==> src/rtl/fhe_params_pkg.sv <==
// Shared parameter defaults and FSM state encoding for the encrypt/decrypt datapaths.
package fhe_params_pkg;

  localparam int DEF_PLAINTEXT_MODULUS  = 64;
  localparam int DEF_PLAINTEXT_WIDTH    = 6;
  localparam int DEF_DIMENSION          = 1;
  localparam int DEF_CIPHERTEXT_MODULUS = 1024;
  localparam int DEF_CIPHERTEXT_WIDTH   = 10;
  localparam int DEF_BIG_N              = 30;

  // Scaling factor that lifts a plaintext into the top bits of a ciphertext lane.
  localparam int DELTA = DEF_CIPHERTEXT_MODULUS / DEF_PLAINTEXT_MODULUS;

  typedef enum logic [1:0] {
    IDLE  = 2'd0,
    RUN   = 2'd1,
    DRAIN = 2'd2,
    DONE  = 2'd3
  } fhe_state_e;

  // With power-of-two moduli, multiplying by DELTA is a left shift by this amount.
  function automatic int delta_shift(input int ct_width, input int pt_width);
    return ct_width - pt_width;
  endfunction

endpackage

==> src/rtl/encrypt_accum.sv <==
// Multi-lane mod-q accumulator: lanes wrap naturally at W bits because q = 2^W.
module encrypt_accum #(
  parameter int LANES = 2,
  parameter int W     = 10
) (
  input  logic               clk,
  input  logic               rst,
  input  logic               init_i,
  input  logic [W-1:0]       init_lane0_i,
  input  logic               add_i,
  input  logic [LANES*W-1:0] row_i,
  output logic [LANES*W-1:0] sum_o
);

  logic [LANES*W-1:0] acc_q, acc_d;

  // sum_o is the value the accumulator takes this edge unless it is being initialised.
  always_comb begin
    sum_o = '0;
    for (int l = 0; l < LANES; l++) begin
      sum_o[l*W +: W] = acc_q[l*W +: W] + (add_i ? row_i[l*W +: W] : {W{1'b0}});
    end
  end

  always_comb begin
    acc_d = sum_o;
    if (init_i) begin
      acc_d          = '0;
      acc_d[W-1:0]   = init_lane0_i;
    end
  end

  always_ff @(posedge clk) begin
    if (rst) begin
      acc_q <= '0;
    end else begin
      acc_q <= acc_d;
    end
  end

endmodule

==> src/rtl/encrypt.sv <==
// LWE-style encryption: sums the public-key rows picked by subset and adds DELTA*m to lane 0.
// Optional feature macro ENCRYPT_NOISE_EN adds a signed 4-bit noise input folded into lane 0.
module encrypt
  import fhe_params_pkg::*;
#(
  parameter int PLAINTEXT_MODULUS  = DEF_PLAINTEXT_MODULUS,
  parameter int PLAINTEXT_WIDTH    = DEF_PLAINTEXT_WIDTH,
  parameter int DIMENSION          = DEF_DIMENSION,
  parameter int CIPHERTEXT_MODULUS = DEF_CIPHERTEXT_MODULUS,
  parameter int CIPHERTEXT_WIDTH   = DEF_CIPHERTEXT_WIDTH,
  parameter int BIG_N              = DEF_BIG_N
) (
  input  logic                                        clk,
  input  logic                                        rst,
  input  logic                                        start,
  input  logic [PLAINTEXT_WIDTH-1:0]                  plaintext,
  input  logic [BIG_N-1:0]                            subset,
`ifdef ENCRYPT_NOISE_EN
  input  logic signed [3:0]                           noise,
`endif
  output logic [$clog2(BIG_N)-1:0]                    pk_addr,
  output logic                                        pk_rd_en,
  input  logic [(DIMENSION+1)*CIPHERTEXT_WIDTH-1:0]   pk_data,
  output logic                                        busy,
  output logic                                        done,
  output logic [(DIMENSION+1)*CIPHERTEXT_WIDTH-1:0]   cipher_text
);

  localparam int LANES = DIMENSION + 1;
  localparam int W     = CIPHERTEXT_WIDTH;
  localparam int AW    = $clog2(BIG_N);
  localparam int SHIFT = delta_shift(CIPHERTEXT_WIDTH, PLAINTEXT_WIDTH);
  localparam logic [AW-1:0] LAST_ROW = AW'(BIG_N - 1);

  fhe_state_e          state_q, state_d;
  logic [AW-1:0]       cnt_q, cnt_d;
  logic [BIG_N-1:0]    subset_q, subset_d;
  logic                sel_q, sel_d;
  logic [LANES*W-1:0]  cipher_q, cipher_d;

  logic                acc_init;
  logic                acc_add;
  logic [W-1:0]        init_lane0;
  logic [LANES*W-1:0]  acc_sum;

`ifdef ENCRYPT_NOISE_EN
  logic signed [W-1:0] noise_ext;
  assign noise_ext  = W'(noise);
  assign init_lane0 = (W'(plaintext) << SHIFT) + $unsigned(noise_ext);
`else
  assign init_lane0 = W'(plaintext) << SHIFT;
`endif

  // sel_q remembers whether the row addressed last cycle was selected, since its data
  // arrives one cycle after the read strobe.
  always_comb begin
    state_d  = state_q;
    cnt_d    = cnt_q;
    subset_d = subset_q;
    sel_d    = 1'b0;
    cipher_d = cipher_q;
    acc_init = 1'b0;
    acc_add  = 1'b0;
    pk_rd_en = 1'b0;
    pk_addr  = '0;
    busy     = 1'b0;
    done     = 1'b0;
    unique case (state_q)
      IDLE: begin
        if (start) begin
          state_d  = RUN;
          cnt_d    = '0;
          subset_d = subset;
          acc_init = 1'b1;
        end
      end
      RUN: begin
        busy     = 1'b1;
        pk_rd_en = 1'b1;
        pk_addr  = cnt_q;
        sel_d    = subset_q[cnt_q];
        acc_add  = sel_q;
        if (cnt_q == LAST_ROW) begin
          state_d = DRAIN;
        end else begin
          cnt_d = cnt_q + 1'b1;
        end
      end
      DRAIN: begin
        busy     = 1'b1;
        acc_add  = sel_q;
        cipher_d = acc_sum;
        state_d  = DONE;
      end
      DONE: begin
        done    = 1'b1;
        state_d = IDLE;
      end
      default: state_d = IDLE;
    endcase
  end

  always_ff @(posedge clk) begin
    if (rst) begin
      state_q  <= IDLE;
      cnt_q    <= '0;
      subset_q <= '0;
      sel_q    <= 1'b0;
      cipher_q <= '0;
    end else begin
      state_q  <= state_d;
      cnt_q    <= cnt_d;
      subset_q <= subset_d;
      sel_q    <= sel_d;
      cipher_q <= cipher_d;
    end
  end

  assign cipher_text = cipher_q;

  encrypt_accum #(
    .LANES (LANES),
    .W     (W)
  ) u_accum (
    .clk          (clk),
    .rst          (rst),
    .init_i       (acc_init),
    .init_lane0_i (init_lane0),
    .add_i        (acc_add),
    .row_i        (pk_data),
    .sum_o        (acc_sum)
  );

endmodule

==> config.mk <==
export PLATFORM = sky130hd
export DESIGN_NAME = encrypt
export DESIGN_NICKNAME = d
export VERILOG_FILES = /design/src/rtl/fhe_params_pkg.sv /design/src/rtl/encrypt_accum.sv /design/src/rtl/encrypt.sv
export SDC_FILE = /design/constraint.sdc
export NUM_CORES = 1
export LEC_CHECK = 0
export CAP_MARGIN = 40
export CELL_PAD_IN_SITES_DETAIL_PLACEMENT = 0
export CELL_PAD_IN_SITES_GLOBAL_PLACEMENT = 1
export CORE_ASPECT_RATIO = 1.1
export CORE_MARGIN = 4
export CORE_UTILIZATION = 34
export CTS_BUF_LIST = sky130_fd_sc_hd__clkbuf_4 sky130_fd_sc_hd__clkbuf_8 sky130_fd_sc_hd__clkbuf_16
export CTS_CLUSTER_DIAMETER = 100
export DETAILED_ROUTE_END_ITERATION = 8
export PLACE_DENSITY = 0.88
export REMOVE_ABC_BUFFERS = 1
export SYNTH_ARGS = -nofsm -noshare
export SYNTH_HDL_FRONTEND = slang
export SYNTH_SLANG_ARGS = --single-unit
export TNS_END_PERCENT = 5
==> constraint.sdc <==
create_clock -name clk -period 2.9 [get_ports clk]
set_clock_uncertainty 0.1 [all_clocks]
set_input_delay 0.29 -clock clk [delete_from_list [all_inputs] [get_ports clk]]
set_output_delay 0.29 -clock clk [all_outputs]
set_load 0.01 [all_outputs]
==> results.sh, run 1 <==
export IMPL_period_minus_slack_ps=2740
export IMPL_dr_wl_met3_um=695
export IMPL_routed_via_density=5.10
export IMPL_wl_um=10600
export IMPL_regToRegStartpoint="state_q[0]"
export IMPL_arrival_ps=2860
export IMPL_clkLatencyLatePin_ps=330
export IMPL_worstHoldPathType="reg2reg"
export IMPL_dp_slack_ps=28.9
export IMPL_io_buffers=86
export IMPL_start_kind="flip-flop"
export IMPL_power_switching_mw=1.22
export IMPL_antenna_found_initial=0
export IMPL_grt_pass1_wl_um=17500
export IMPL_ys_types=47
export IMPL_cts_repair_resized=0
export IMPL_postCtsHoldBufs=0
export IMPL_gp_congestion=0.898
export IMPL_htreeDepth=3
export IMPL_synth_simple_area_share=0.232
export IMPL_ys_warn_count=0
export IMPL_slew_headroom=0.523
export IMPL_die_area_um2=13800
export IMPL_grt_max_degree=59
export IMPL_drive_above_1_share=0.0698
export IMPL_drtIter0Drc=129
export IMPL_netlist_top_cells_count="80 x nand2_1, 78 x dfxtp_1, 50 x a21oi_1"
export IMPL_synth_area_um2=4060
export IMPL_hold_viol_final=0
export IMPL_postSynth_asyncResetShare=0
export IMPL_ioPinCount=87
export IMPL_yosysMostFrequentCell="nand2_1"
export IMPL_rsz0062_at_grt="false"
export IMPL_required_ps=3010
export IMPL_yosys_area_top_type="dfxtp_1"
export IMPL_setup_ws_ps=157
export IMPL_end_kind="flip-flop"
export IMPL_gr_total_overflow=0
export IMPL_p_sw_frac=0.316
export IMPL_synthFlopType="dfxtp_1"
export IMPL_whs_ps=351
export IMPL_synth_top_family_by_area="simple AND/OR/NAND/NOR gates"
export IMPL_yosysSeqAreaShare=0.385
export IMPL_syn_inst=476
export IMPL_dr_pass1_iters=4
export IMPL_slowest_delay_ps=330
export IMPL_avgRoutedWirePerCell_um=15.0
export IMPL_combinationalPowerShare=0.323
export IMPL_synth_seq_cells=78
export IMPL_p_clk_frac=0.340
export IMPL_path_class="reg2reg"
export IMPL_n_fill_cell=1159
export IMPL_cts_buffers=9
export IMPL_place_area_um2=5080
export IMPL_synth_edf_count=0
export IMPL_cp_cell_sequence="inv_1 -> ha_4 -> buf_12 -> and3_1 -> ha_1 -> inv_1 -> fa_2 -> nor2b_1 -> o21a_1 -> o211a_1 -> o2111a_1 -> a311o_1"
export IMPL_hold_end="subset_q[4]"
export IMPL_r2r_cells=12
export IMPL_avgSynthCellArea_um2=8.53
export IMPL_routed_top_layer="met4"
export IMPL_min_period_over_period=0.946
export IMPL_cts_root_buf="clkbuf_16"
export IMPL_wl_met1_um=4650
export IMPL_die_h_um=123
export IMPL_diodes=0
export IMPL_finalMaxSlewViolations=0
export IMPL_synth_mux_area_frac=0.0656
export IMPL_final_nets=640
export IMPL_status="finished, final reports clean"
export IMPL_p_leak_nw=2.27
export IMPL_cts_setup_buffers=0
export IMPL_cp_common_cell="inv_1"
export IMPL_ys_top_cells_by_area="dfxtp_1 38%, ha_1 7.7%, nand2_1 7.4%"
export IMPL_clock_path_buffers=2
export IMPL_internal_power_mw=2.65
export IMPL_setup_tns_ps=0
export IMPL_fp_dieW_um=112
export IMPL_placed_cells=693
export IMPL_tritoncts="built"
export IMPL_rows=41
export IMPL_min_from="subset_q[4]"
export IMPL_holdPathStages=2
export IMPL_fin_cells=709
export IMPL_core_um2=11600
export IMPL_design_area_um2=5480
export IMPL_wl_met2_um=5220
export IMPL_maxCapViolations=0
export IMPL_area_growth_pct=35.0
export IMPL_ant_nets=0
export IMPL_via_count=3619
export IMPL_dp_hpwl_um=7600
export IMPL_worstPathMaxFanout=22
export IMPL_synth_fa_ha_area_frac=0.0869
export IMPL_finalSetupViolCount=0
export IMPL_rrSetupSlack_ps=160
export IMPL_synth_compound_area_frac=0.164
export IMPL_track_usage=0.156
export IMPL_cellPowerDensity_nw_per_um2=707
export IMPL_power_frac_seq=0.338
export IMPL_drcViolationCount=0
export IMPL_clk_pin_slew_worst_paths_ps=60
export IMPL_slowest_stage="dfxtp_1"
export IMPL_synth_top_area_share=0.385
export IMPL_rr_endpoint="cipher_text[8]"
export IMPL_start_util=0.350
export IMPL_ir_drop_v=0.000376
export IMPL_fmax_mhz=365
export IMPL_worst_pin_slew_ps=715
export IMPL_synth_xor_area_share=0.0237
export IMPL_cts_sinks=78
export IMPL_grt_pass1_vias=3733
-- metal layers --
layer / GRT usage / vias to the layer above
met3: 0.0459 / 8
met5: 0 / -
met4: 0.0331 / 0
li1: - / 1843
met2: 0.281 / 101
met1: 0.184 / 1667
-- metrics by stage --
| stage | total power, mW | utilization |
|---|---|---|
| 3_3_place_gp | 2.52 | 0.438 |
| 5_1_grt | 4.10 | 0.473 |
| 6_report | 3.87 | 0.473 |
| 3_5_place_dp | 2.56 | 0.438 |
| 2_1_floorplan | 1.99 | - |
| 4_1_cts | 3.88 | 0.468 |
-- cells in the final DEF (no fill, tap or decap), types with 2 or more instances in the layout --
cell type        instances
a211oi_1                 7
a21o_1                   8
a21oi_1                 50
a311o_1                  2
a31oi_1                  5
and2_1                   9
and3_1                  22
and4_1                   2
buf_4                   10
bufinv_16                3
clkbuf_16                9
clkdlybuf4s50_1         85
dfxtp_1                 77
ha_1                    22
ha_4                     3
inv_1                   14
mux2i_1                  6
mux4_1                   7
nand2_1                 80
nand3_1                 19
nand3b_1                 2
nand4_1                  4
nand4b_1                 2
nor2_1                  29
nor2b_1                  3
nor3_1                   5
nor3b_1                  2
nor4_1                   2
nor4b_1                  2
o2111a_1                 2
o2111ai_1                2
o211a_1                  2
o211ai_1                 4
o21a_1                   5
o21ai_0                 13
or3_1                    8
xnor2_1                  3
xor2_1                   8
-- state kept, by name (all words and copies together), names as in the netlist --
signal / count
subset_q: 30
cipher_text: 20
u_accum.acc_q: 20
cnt_q: 5
state_q: 2
sel_q: 1
-- critical path, delay by kind of cell (launching register included) --
family          cells  cell delay, ps
compound gates      4            1030
fa+ha+maj           3             650
flops               1             330
buf+inv             3             310
simple gates        2             200
-- power groups by stage --
stage	clock, mW	combinational, mW	sequential [mW]
floorplan	0	0.661	1.33
global placement	0	1.20	1.32
detailed placement	0	1.23	1.33
CTS	1.34	1.23	1.31
global route	1.37	1.40	1.32
finish	1.32	1.25	1.31
-- how the worst max path moves through the flow --
| stage | from | endpoint | slack [ps] | depth (start not counted) |
|---|---|---|---|---|
| after floorplan | state_q[0] | cipher_text[19] | 40 | 9 |
| after global placement | state_q[1] | cipher_text[19] | 140 | 10 |
| after detailed placement | state_q[1] | cipher_text[19] | 30 | 10 |
| after CTS | state_q[1] | cipher_text[19] | 20 | 10 |
| after global routing | state_q[0] | cipher_text[18] | 2 | 12 |
| final | state_q[0] | cipher_text[8] | 160 | 12 |
-- cell type report --
cell class                      instances  area, µm²  area share
Clock buffer                           11        246      0.0450
Clock inverter                          5        106      0.0194
Inverter                               15       56.3      0.0103
Multi-Input combinational cell        353       2370       0.432
Sequential cell                        78       1560       0.285
Tap cell                              150        188      0.0342
Timing Repair Buffer                   97        951       0.174
-- cells by family after synthesis --
family / after synthesis
flip-flops: 78
adder cells (fa/ha/maj): 27
buffers and inverters: 45
AO/OA/AOI/OAI: 106
XOR/XNOR: 11
AND/OR/NAND/NOR: 195
multiplexers: 14
Power figures use the tool's default switching activity.
==> inputs of run 2 (changes only) <==
--- a/config.mk
+++ b/config.mk
@@ -10,12 +10,11 @@
 export CELL_PAD_IN_SITES_GLOBAL_PLACEMENT = 1
 export CORE_ASPECT_RATIO = 1.1
 export CORE_MARGIN = 4
-export CORE_UTILIZATION = 34
+export CORE_UTILIZATION = 38
 export CTS_BUF_LIST = sky130_fd_sc_hd__clkbuf_4 sky130_fd_sc_hd__clkbuf_8 sky130_fd_sc_hd__clkbuf_16
 export CTS_CLUSTER_DIAMETER = 100
 export DETAILED_ROUTE_END_ITERATION = 8
-export PLACE_DENSITY = 0.88
-export REMOVE_ABC_BUFFERS = 1
+export PLACE_DENSITY = 0.92
 export SYNTH_ARGS = -nofsm -noshare
 export SYNTH_HDL_FRONTEND = slang
 export SYNTH_SLANG_ARGS = --single-unit
==> constraint.sdc (replaced) <==
create_clock -name clk -period 2.7 [get_ports clk]
set_clock_uncertainty 0.1 [all_clocks]
set_input_delay 0.27 -clock clk [delete_from_list [all_inputs] [get_ports clk]]
set_output_delay 0.27 -clock clk [all_outputs]
set_load 0.01 [all_outputs]
==> results.sh, run 2 (synthesis results as in run 1) <==
export IMPL_worstPathMaxFanout=4
export IMPL_largest_reg_flops=30
export IMPL_top_register="subset_q"
export IMPL_syn_num_nets=562
export IMPL_whs_ps=246
export IMPL_diodes=0
export IMPL_placed_cells=685
export IMPL_tritoncts="built"
export IMPL_via_count=3716
export IMPL_rrSetupSlack_ps=60
export IMPL_start_kind="flip-flop"
export IMPL_mostFrequentLayoutCells="85 x clkdlybuf4s50_1, 80 x nand2_1, 76 x dfxtp_1, 49 x a21oi_1, 29 x nor2_1"
export IMPL_drtIter0Drc=99
export IMPL_gr_total_overflow=0
export IMPL_area_growth_pct=38.7
export IMPL_clk_pin_slew_worst_paths_ps=60
export IMPL_required_ps=2820
export IMPL_dp_hpwl_um=7610
export IMPL_avgRoutedWirePerCell_um=15.3
export IMPL_start_util=0.391
export IMPL_hold_viol_final=0
export IMPL_grt_pass1_vias=3674
export IMPL_grt_pass1_wl_um=17400
export IMPL_worst_pin_slew_ps=564
export IMPL_slew_headroom=0.624
export IMPL_rows=39
export IMPL_arrival_ps=2760
export IMPL_io_buffers=86
export IMPL_finalMaxSlewViolations=0
export IMPL_drcViolationCount=0
export IMPL_dr_pass1_iters=4
export IMPL_path_class="reg2reg"
export IMPL_final_nets=651
export IMPL_clock_path_buffers=2
export IMPL_clkLatencyLatePin_ps=340
export IMPL_grt_max_degree=44
export IMPL_ir_drop_v=0.000450
export IMPL_gp_congestion=0.838
export IMPL_wl_um=10900
export IMPL_p_leak_nw=2.32
export IMPL_htreeDepth=3
export IMPL_cp_startpoint="state_q[0]"
export IMPL_postCtsHoldBufs=0
export IMPL_cts_sinks=78
export IMPL_rsz0062_at_grt="true"
export IMPL_status="finished, final reports clean"
export IMPL_die_area_um2=12400
export IMPL_maxCapViolations=0
export IMPL_crit_path_end="cipher_text[8]"
export IMPL_r2r_cells=12
export IMPL_rr_endpoint="cipher_text[8]"
export IMPL_die_h_um=116
export IMPL_layout_commonest_cell="clkdlybuf4s50_1"
export IMPL_fmax_mhz=379
export IMPL_ioPinCount=87
export IMPL_cts_buffers=9
export IMPL_fin_cells=713
export IMPL_regToRegStartpoint="state_q[0]"
export IMPL_fp_dieW_um=107
export IMPL_cellPowerDensity_nw_per_um2=766
export IMPL_drive_above_1_share=0.116
export IMPL_worstHoldPathType="in2reg"
export IMPL_cts_root_buf="clkbuf_16"
export IMPL_period_minus_slack_ps=2640
export IMPL_routed_via_density=5.21
export IMPL_min_period_over_period=0.978
export IMPL_track_usage=0.177
export IMPL_ant_nets=0
export IMPL_finalSetupViolCount=0
export IMPL_core_um2=10400
export IMPL_end_kind="flip-flop"
export IMPL_antenna_found_initial=0
run 2: changes by cell type in the layout (fill, tap and decap cells not counted), moves of 3 or more:
| cell | before | now |
|---|---|---|
| buf_4 | 10 | 19 |
| and3_1 | 22 | 19 |
| and3_4 | 0 | 3 |
| buf_6 | 0 | 3 |
| ha_1 | 22 | 19 |
run 2: worst min-delay path by stage:
stage,startpoint,endpoint,slack (ps),depth (start not counted)
after floorplan,subset[0],subset_q[0],310,2
after global placement,subset_q[18],subset_q[18],340,2
after detailed placement,subset_q[4],subset_q[4],340,2
after CTS,rst,cipher_text[3],250,2
after global routing,rst,cipher_text[2],290,2
final,rst,cipher_text[3],250,2
run 2: what timing repair did:
item,CTS,global route
gates resized for setup,0,23
buffers inserted,2,10
cloned,0,0
endpoints found under the setup margin,3,9
pin swaps,2,15
run 2: report_power, final:
group	total [mW]	switching, mW	internal (mW)	leakage, nW
combinational	1.49	0.821	0.670	1.52
sequential	1.42	0.0978	1.32	0.636
clock	1.41	0.468	0.940	0.169
total	4.31	1.39	2.93	2.32
run 2: critical path, stage by stage (launching register included):
cell      delay, ps
dfxtp_2         350
inv_2            60
ha_4            260
buf_6           130
and3_4          150
ha_4            160
inv_2            50
fa_2            210
nor2b_1          50
o21a_1          200
o211a_1         270
o2111a_1        240
a311o_1         310
run 2: routing by layer:
| layer | track usage | part of all wire |
|---|---|---|
| met4 | 0.0844 | 0.020 |
| met5 | 0 | 0 |
| met3 | 0.0415 | 0.065 |
| met1 | 0.214 | 0.44 |
| met2 | 0.298 | 0.48 |
run 2: area by class of cell:
class	count	area, µm²
fill	938	4760
multi-input combinational	353	2440
sequential	78	1570
timing repair buffer	108	1030
clock buffer	11	246
tap	143	179
clock inverter	5	106
inverter	15	58.8
run 2: stage by stage:
step	area [µm²]	total power, mW	setup TNS (ps)	setup slack (ps)	utilization
2_1_floorplan	4130	2.30	0	0.853	-
3_3_place_gp	5100	2.68	0	98.3	0.491
3_5_place_dp	5100	2.72	-54.5	-54.5	0.491
4_1_cts	5470	4.18	0	34.7	0.526
5_1_grt	5630	4.55	-266	-82.5	0.542
6_report	5630	4.31	0	59.1	0.542
==> inputs of run 3 (changes only) <==
--- a/config.mk
+++ b/config.mk
@@ -8,7 +8,7 @@
 export CAP_MARGIN = 40
 export CELL_PAD_IN_SITES_DETAIL_PLACEMENT = 0
 export CELL_PAD_IN_SITES_GLOBAL_PLACEMENT = 1
-export CORE_ASPECT_RATIO = 1.1
+export CORE_ASPECT_RATIO = 0.7
 export CORE_MARGIN = 4
 export CORE_UTILIZATION = 38
 export CTS_BUF_LIST = sky130_fd_sc_hd__clkbuf_4 sky130_fd_sc_hd__clkbuf_8 sky130_fd_sc_hd__clkbuf_16
==> results.sh, run 3 (synthesis results as in run 1) <==
export IMPL_clk_pin_slew_worst_paths_ps=60
export IMPL_drcViolationCount=0
export IMPL_finalSetupViolCount=0
export IMPL_path_class="reg2reg"
export IMPL_clkLatencyLatePin_ps=340
export IMPL_hold_viol_final=0
export IMPL_drive_above_1_share=0.0954
export IMPL_cts_buffers=9
export IMPL_die_area_um2=12400
export IMPL_p_clk_frac=0.301
export IMPL_clock_path_buffers=2
export IMPL_whs_ps=239
export IMPL_top_register="subset_q"
export IMPL_slowest_delay_ps=360
export IMPL_fp_dieW_um=132
export IMPL_status="finished, final reports clean"
export IMPL_power_frac_seq=0.345
export IMPL_track_usage=0.171
export IMPL_rsz0062_at_grt="true"
export IMPL_grt_pass1_vias=3623
export IMPL_avgRoutedWirePerCell_um=15.4
export IMPL_cellPowerDensity_nw_per_um2=743
export IMPL_worstPathMaxFanout=7
export IMPL_path_delay_family="compound AO/OA/AOI/OAI gates"
export IMPL_period_minus_slack_ps=2630
export IMPL_routed_via_density=5.37
export IMPL_rows=31
export IMPL_layout_commonest_cell="clkdlybuf4s50_1"
export IMPL_regToRegStartpoint="state_q[0]"
export IMPL_die_h_um=94.5
export IMPL_p_leak_nw=2.28
export IMPL_end_kind="flip-flop"
export IMPL_dp_hpwl_um=7540
export IMPL_largest_reg_flops=30
export IMPL_routed_top_layer="met4"
export IMPL_rr_endpoint="cipher_text[8]"
export IMPL_slowest_stage="dfxtp_4"
export IMPL_p_sw_frac=0.341
export IMPL_core_um2=10400
export IMPL_cts_root_buf="clkbuf_16"
export IMPL_internal_power_mw=2.70
export IMPL_r2r_cells=10
export IMPL_antenna_found_initial=0
export IMPL_grt_pass1_wl_um=17300
export IMPL_worst_pin_slew_ps=722
export IMPL_fmax_mhz=380
export IMPL_gr_total_overflow=0
export IMPL_ant_nets=0
export IMPL_io_buffers=86
export IMPL_start_util=0.391
export IMPL_wl_met1_um=5260
export IMPL_mostFrequentLayoutCells="85 x clkdlybuf4s50_1, 80 x nand2_1, 76 x dfxtp_1, 49 x a21oi_1, 29 x nor2_1"
export IMPL_wl_met2_um=4830
export IMPL_diodes=0
export IMPL_gp_congestion=0.870
export IMPL_dr_pass1_iters=4
export IMPL_cp_num_buf_inv=2
export IMPL_place_area_um2=5120
export IMPL_required_ps=2830
export IMPL_finalMaxSlewViolations=0
export IMPL_slew_headroom=0.518
export IMPL_arrival_ps=2760
export IMPL_area_growth_pct=35.6
export IMPL_worstHoldPathType="in2reg"
export IMPL_maxCapViolations=0
export IMPL_syn_num_nets=562
export IMPL_path_depth=10
export IMPL_final_nets=647
export IMPL_ir_drop_v=0.000413
export IMPL_htreeDepth=3
export IMPL_dr_wl_met3_um=563
export IMPL_grt_max_degree=43
export IMPL_wl_um=10700
export IMPL_tritoncts="built"
export IMPL_via_count=3746
export IMPL_ioPinCount=87
export IMPL_combinationalPowerShare=0.355
export IMPL_cp_cell_sequence="inv_2 -> ha_4 -> buf_6 -> and3_4 -> ha_1 -> nor2b_1 -> o21a_1 -> o211a_1 -> o2111a_1 -> a311o_1"
export IMPL_min_period_over_period=0.975
export IMPL_start_kind="flip-flop"
export IMPL_drtIter0Drc=201
export IMPL_power_switching_mw=1.40
export IMPL_cp_startpoint="state_q[0]"
export IMPL_cts_sinks=78
export IMPL_crit_path_end="cipher_text[8]"
export IMPL_design_area_um2=5510
export IMPL_rrSetupSlack_ps=70
-- run 3: final cells by class --
type,count,area (µm²)
Fill cell,974,4890
Timing Repair Buffer,104,1020
Inverter,15,56.3
Tap cell,132,165
Clock inverter,5,58.8
Clock buffer,11,240
Sequential cell,78,1570
Multi-Input combinational cell,353,2400
-- run 3: how the worst min path moves through the flow --
stage | startpoint | to | slack, ps | cells after the start
4_1_cts | rst | cipher_text[0] | 220 | 2
6_report | rst | cipher_text[0] | 240 | 2
3_3_place_gp | subset_q[23] | subset_q[23] | 340 | 2
2_1_floorplan | subset[0] | subset_q[0] | 310 | 2
5_1_grt | rst | cipher_text[10] | 250 | 2
3_5_place_dp | subset_q[0] | subset_q[0] | 350 | 2
-- run 3: through the flow --
stage / setup slack (ps) / util / total power [mW] / instances / setup TNS [ps]
floorplan: 0.853 / - / 2.30 / 476 / 0
global placement: 77.7 / 0.493 / 2.73 / 676 / 0
detailed placement: -4.61 / 0.493 / 2.77 / 676 / -4.61
CTS: 29.7 / 0.523 / 4.05 / 693 / 0
global route: -20.4 / 0.530 / 4.33 / 698 / -41.3
finish: 67.1 / 0.530 / 4.09 / 698 / 0
-- run 3: what timing repair did --
item | CTS | global route
endpoints found under the setup margin | 2 | 9
hold buffers | 0 | 0
buffers inserted | 1 | 5
pin swaps | 1 | 7
resized for setup | 0 | 12
-- run 3: power by group through the flow --
stage	registers (mW)	logic, mW	clock network, mW
finish	1.41	1.45	1.23
CTS	1.41	1.38	1.26
global route	1.43	1.60	1.31
floorplan	1.42	0.884	0
detailed placement	1.43	1.34	0
global placement	1.42	1.31	0
-- run 3: metal layers --
metal,global-route usage,up-vias
met4,0.0621,0
met2,0.262,95
met5,0,-
li1,-,1865
met1,0.240,1777
met3,0.0346,9
